## src/rtl/traffic_signal_ctrl.sv

```systemverilog
// traffic_signal_ctrl: actuated round-robin traffic-signal controller.
// Each approach is served GREEN -> YELLOW -> ALLRED; approaches without
// a vehicle request are skipped, and green is held while nobody else waits.
// Lamp outputs are registered from the current state, so they follow a
// state change by one clock edge.
// Optional feature: define PED_WALK_EN to add the ped_req_i/walk_o ports
// and a pedestrian WALK interval inserted after the all-red clearance.
module traffic_signal_ctrl #(
  parameter int NUM_DIR    = 4,
  parameter int GREEN_CYC  = 8,
  parameter int YELLOW_CYC = 3,
  parameter int ALLRED_CYC = 2,
  parameter int WALK_CYC   = 6,
  parameter int CNT_W      = $clog2(
    (GREEN_CYC >= YELLOW_CYC && GREEN_CYC >= ALLRED_CYC && GREEN_CYC >= WALK_CYC) ? GREEN_CYC :
    (YELLOW_CYC >= ALLRED_CYC && YELLOW_CYC >= WALK_CYC) ? YELLOW_CYC :
    (ALLRED_CYC >= WALK_CYC) ? ALLRED_CYC : WALK_CYC) + 1
) (
  input  logic                       clk,
  input  logic                       rst_n,
  input  logic [NUM_DIR-1:0]         req_i,
  output logic [NUM_DIR-1:0]         go_o,
  output logic [NUM_DIR-1:0]         caution_o,
  output logic [NUM_DIR-1:0]         stop_o,
  output logic [$clog2(NUM_DIR)-1:0] phase_o
`ifdef PED_WALK_EN
  ,
  input  logic                       ped_req_i,
  output logic                       walk_o
`endif
);

  localparam int IDX_W = $clog2(NUM_DIR);

  // S_ALLRED_POST is the clearance after a WALK; it always returns to GREEN.
  typedef enum logic [2:0] {
    S_GREEN,
    S_YELLOW,
    S_ALLRED,
    S_WALK,
    S_ALLRED_POST
  } state_e;

  state_e             state_q;
  logic [CNT_W-1:0]   cnt_q;
  logic [IDX_W-1:0]   cur_q;
  logic [IDX_W-1:0]   nxt_q;

  logic [NUM_DIR-1:0] rot;
  logic [IDX_W-1:0]   nxt_sel;
  logic               foreign;
  logic               demand;

  // Rotate requests so bit k is approach cur+k; pick the nearest foreign requester.
  always_comb begin
    // NOTE: every variable gets a default before any conditional write, so no latch is inferred.
    rot     = NUM_DIR'({req_i, req_i} >> cur_q);
    nxt_sel = cur_q;
    // Walk downwards so the smallest distance wins.
    for (int k = NUM_DIR - 1; k >= 1; k--) begin
      if (rot[k]) nxt_sel = IDX_W'((int'(cur_q) + k) % NUM_DIR);
    end
    foreign = |rot[NUM_DIR-1:1];
  end

`ifdef PED_WALK_EN
  logic ped_prev_q;
  logic ped_pend_q;
  logic ped_rise;
  assign ped_rise = ped_req_i & ~ped_prev_q;
  assign demand   = foreign | ped_pend_q;
`else
  assign demand   = foreign;
`endif

  // Phase sequencing, pedestrian latch and registered lamp decode.
  always_ff @(posedge clk or negedge rst_n) begin
    if (!rst_n) begin
      state_q   <= S_GREEN;
      cnt_q     <= '0;
      cur_q     <= '0;
      nxt_q     <= '0;
      go_o      <= NUM_DIR'(1);
      caution_o <= '0;
      stop_o    <= ~NUM_DIR'(1);
      phase_o   <= '0;
`ifdef PED_WALK_EN
      ped_prev_q <= 1'b0;
      ped_pend_q <= 1'b0;
      walk_o     <= 1'b0;
`endif
    end else begin
      // Lamps reflect the state held during the cycle that just ended.
      // NOTE: non-blocking assignments throughout; later assignments in this block override earlier defaults.
      go_o      <= '0;
      caution_o <= '0;
      stop_o    <= '1;
      phase_o   <= cur_q;
      case (state_q)
        S_GREEN: begin
          go_o   <= NUM_DIR'(1) << cur_q;
          stop_o <= ~(NUM_DIR'(1) << cur_q);
        end
        S_YELLOW: begin
          caution_o <= NUM_DIR'(1) << cur_q;
          stop_o    <= ~(NUM_DIR'(1) << cur_q);
        end
        default: ;
      endcase

`ifdef PED_WALK_EN
      walk_o     <= (state_q == S_WALK);
      ped_prev_q <= ped_req_i;
      if (ped_rise) ped_pend_q <= 1'b1;
`endif

      cnt_q <= cnt_q + 1'b1;
      case (state_q)
        S_GREEN: begin
          if (cnt_q == CNT_W'(GREEN_CYC - 1)) begin
            if (demand) begin
              nxt_q   <= nxt_sel;
              state_q <= S_YELLOW;
              cnt_q   <= '0;
            end else begin
              cnt_q   <= cnt_q;  // saturate: hold green until demand appears
            end
          end
        end
        S_YELLOW: begin
          if (cnt_q == CNT_W'(YELLOW_CYC - 1)) begin
            state_q <= S_ALLRED;
            cnt_q   <= '0;
          end
        end
        S_ALLRED: begin
          if (cnt_q == CNT_W'(ALLRED_CYC - 1)) begin
            cnt_q <= '0;
`ifdef PED_WALK_EN
            if (ped_pend_q) begin
              state_q    <= S_WALK;
              ped_pend_q <= ped_rise;  // consumed, unless a new press lands now
            end else begin
              state_q <= S_GREEN;
              cur_q   <= nxt_q;
            end
`else
            state_q <= S_GREEN;
            cur_q   <= nxt_q;
`endif
          end
        end
        S_WALK: begin
          if (cnt_q == CNT_W'(WALK_CYC - 1)) begin
            state_q <= S_ALLRED_POST;
            cnt_q   <= '0;
          end
        end
        S_ALLRED_POST: begin
          if (cnt_q == CNT_W'(ALLRED_CYC - 1)) begin
            state_q <= S_GREEN;
            cur_q   <= nxt_q;
            cnt_q   <= '0;
          end
        end
        default: begin
          state_q <= S_GREEN;
          cnt_q   <= '0;
        end
      endcase
    end
  end

endmodule
```

## config.mk

```make
export PLATFORM = sky130hd
export DESIGN_NAME = traffic_signal_ctrl
export DESIGN_NICKNAME = d
export VERILOG_FILES = /design/src/rtl/traffic_signal_ctrl.sv
export SDC_FILE = /design/constraint.sdc
export NUM_CORES = 1
export LEC_CHECK = 0
export ABC_AREA = 1
export CORE_MARGIN = 2
export CORE_UTILIZATION = 30
export DETAILED_ROUTE_END_ITERATION = 10
export GPL_ROUTABILITY_DRIVEN = 0
export SLEW_MARGIN = 20
export SYNTH_ARGS = -nofsm -noshare
export SYNTH_HDL_FRONTEND = slang
export SYNTH_SLANG_ARGS = --single-unit
```

## constraint.sdc

```tcl
create_clock -name clk -period 4 [get_ports clk]
set_input_delay 0.8 -clock clk [delete_from_list [all_inputs] [get_ports clk]]
set_output_delay 0.8 -clock clk [all_outputs]
set_load 0.005 [all_outputs]
```

==> out/results.tsv <==
stage	metric	value	unit
outcome	status	finished, final reports clean	
timing	timing.fmax	483.9	MHz
synth	syn_avg_cell_area	8.341	µm²
synth	syn-num-nets	169	
critical_path	setup.worst_path.start_class	flop	
pwr	vdd_ir_drop_max	0.0002049	V
floorplanning	row_count	23	
floorplanning	die-area	0.004880	mm²
critical_path	end_kind	output pin	
critical_path	critPathRequiredTime	3.20	ns
critical_path	path_cells	clkdlybuf4s50_1	
floorplanning	coreArea	0.004086	mm²
timing	slew_headroom	63.89	%
floorplanning	initial_utilization	31.84	%
hold_path	holdCritPathClass	flop to flop	
clock_tree	root_buffer	clkbuf_8	
timing	rsz0062_at_grt	false	
drt	drt-initial-drc-count	62	
critical_path	path_buf_inv	1	
global_routing	grt_max_degree	26	
synth	syn-cell-area	0.001301	mm²
drt	vias_per_cell	4.541	
critical_path	max_stage_delay	0.52	ns
drt	firstDrtPassIters	4	
place	dpl.cell_count	225	
final_layout	fin_util	39.01	%
global_routing	grt_pass1_vias	1000	
clock_tree	cts_resized	0	
clock_tree	postCtsSetupRepairBufs	0	
critical_path	cp.arrival	1.27	ns
floorplanning	fp.dieW	69.86	µm
synth	yosysSeqAreaShare	48.46	%
critical_path	crit_type	flop to output pin	
clock_tree	cts_sinks	25	
final_layout	nets	193	
timing	finalHoldViolCount	0	
timing	finalCritPeriodShare	51.66	%
timing	finalMaxSlewViolations	0	
global_routing	grt_pass1_wl	4.250	mm
pwr	powerDensity	784.9	mW/mm²
final_layout	instances_no_fill	229	
global_routing	antenna_found_initial	0	
clock_tree	cts_buffers	3	
place	post-dp-hpwl	1.835	mm
critical_path	cp_slowest_cell	dfstp_2	
final_layout	drive_above_1_share	13.41	%
global_routing	gr-total-overflow	0	
timing	worst_clock_skew	0.004229	ns
timing	worst_pin_slew	0.5416	ns
drt	drc	0	
synth	ys_warn_count	0	
clock_tree	cts_tree	yes	
timing	period_needed	2.067	ns
synth	ys_seq_elements	25	
run	drv_cap	0	
synth	yosys.cell_types.count	21	
final_layout	syn_to_final_growth	22.50	%
clock_tree	clk_pin_slew	0.08	ns
timing	tns	0	ns
global_routing	track_usage	10.77	%
drt	wl_per_cell	10.26	µm
drt	vias	1040	
pwr	power	1.251	mW
pwr	leakage	0.7929	nW
drt	drt.antenna.violating_nets	0	
synth	syn-instance-count	156	
final_layout	n_antenna_cell	0	
timing	setup_viol	0	
clock_tree	cts.htree.levels	1	
critical_path	path_max_fanout	1	
floorplanning	die_h	69.86	µm
clock_tree	clock_path_buffers	2	
drt	drt_wl_total	2.350	mm
clock_tree	hold_buffers	0	
critical_path	crit_family	flip-flops	
clock_tree	insertion_delay	0.26	ns
place	port_buffers	19	
floorplanning	pin_count	20	
==> layer usage <==
metal	global-route usage [%]	share of wire (%)	routed length, µm	up-vias
met4	3.419	0.89	21	0
met1	13.09	49	1146	480
li1	-	-	-	536
met5	0	0	0	-
met2	18.73	46	1084	22
met3	2.597	4.1	97	2
==> cells in the final DEF (no fill, tap or decap), drive strengths merged <==
master | netlist | routed
clkdlybuf4s50 | 0 | 18
inv | 23 | 23
nand2 | 38 | 38
xor2 | 2 | 2
buf | 0 | 1
o21ai | 3 | 3
nand3b | 1 | 1
or2 | 3 | 3
nand3 | 24 | 24
clkbuf | 0 | 4
ha | 7 | 7
nor2 | 24 | 24
dfrtp | 21 | 21
dfstp | 4 | 4
nor3 | 1 | 1
nand4 | 2 | 2
a21oi | 3 | 3
==> worst paths after layout <==
| path | startpoint | endpoint | slack (ns) | depth (start not counted) |
|---|---|---|---|---|
| setup reg to reg | cnt_q[0]$_DFFE_PN0P_ | nxt_q[0]$_DFFE_PN0P_ | 2.43 | 10 |
| hold reg to reg | nxt_q[0]$_DFFE_PN0P_ | nxt_q[0]$_DFFE_PN0P_ | 0.49 | 2 |
| min in group asynchronous | rst_n | go_o[3]$_DFF_PN0_ | 0.51 | 1 |
| max in group asynchronous | rst_n | stop_o[3]$_DFF_PN1_ | 3.12 | 1 |
| setup / recovery | go_o[0]$_DFF_PN1_ | go_o[0] | 1.93 | 1 |
| hold / removal | nxt_q[0]$_DFFE_PN0P_ | nxt_q[0]$_DFFE_PN0P_ | 0.49 | 2 |
==> synth_stat cells <==
cell type / number / area, µm²
nand3_2: 1 / 10.01
ha_1: 7 / 87.58
nand2_2: 1 / 6.260
nand3b_1: 1 / 7.510
or2_1: 1 / 6.260
dfrtp_1: 21 / 525.5
nor2_2: 2 / 12.51
nand2_1: 37 / 138.9
nand4_1: 1 / 6.260
dfstp_2: 4 / 105.1
nor3_4: 1 / 16.27
o21ai_0: 3 / 15.01
nand3_1: 23 / 115.1
or2_2: 2 / 12.51
xor2_1: 2 / 17.52
nor2_4: 3 / 33.78
inv_2: 5 / 18.77
nand4_2: 1 / 12.51
inv_1: 18 / 67.56
nor2_1: 19 / 71.32
a21oi_1: 3 / 15.01
==> kinds of logic (layout without fill, tap and decap cells) <==
family          Yosys count  in the layout  share of synthesized area (%)
simple gates             93             93                          34.52
flops                    25             25                          48.46
buf+inv                  23             46                          6.634
fa+ha+maj                 7              7                          6.730
compound gates            6              6                          2.307
xor+xnor                  2              2                          1.346
==> registers in the layout, indices dropped and copies added, names as in the netlist <==
name       flops
nxt_q          2
phase_o        2
cnt_q          4
cur_q          2
state_q        3
caution_o      4
stop_o         4
go_o           4
==> tightest hold or removal path: stages (launching register included) <==
cell and delay (ns):
dfrtp_1 0.35, nand2_1 0.06, nand2_1 0.05
==> cell type report <==
cell class,count,area [µm²]
sequential,25,630.6
fill,431,2492
multi-input combinational,108,584.3
clock buffer,4,45.04
timing repair buffer,19,185.2
inverter,23,86.33
tap,50,62.56
==> through the flow <==
stage	instance area, µm²	worst slack, ns	hold WS [ns]
floorplan	1301	2.442	0.4493
global placement	1554	1.862	0.4696
detailed placement	1554	1.845	0.4690
CTS	1599	1.916	0.4904
global route	1594	1.899	0.5271
finish	1594	1.933	0.4901
==> power breakdown <==
group	total [mW]	switching, mW	internal [mW]
Combinational	0.648	0.368	0.280
Sequential	0.459	0.0902	0.368
Clock	0.144	0.0732	0.0710
(Power assumes the default switching activity.)
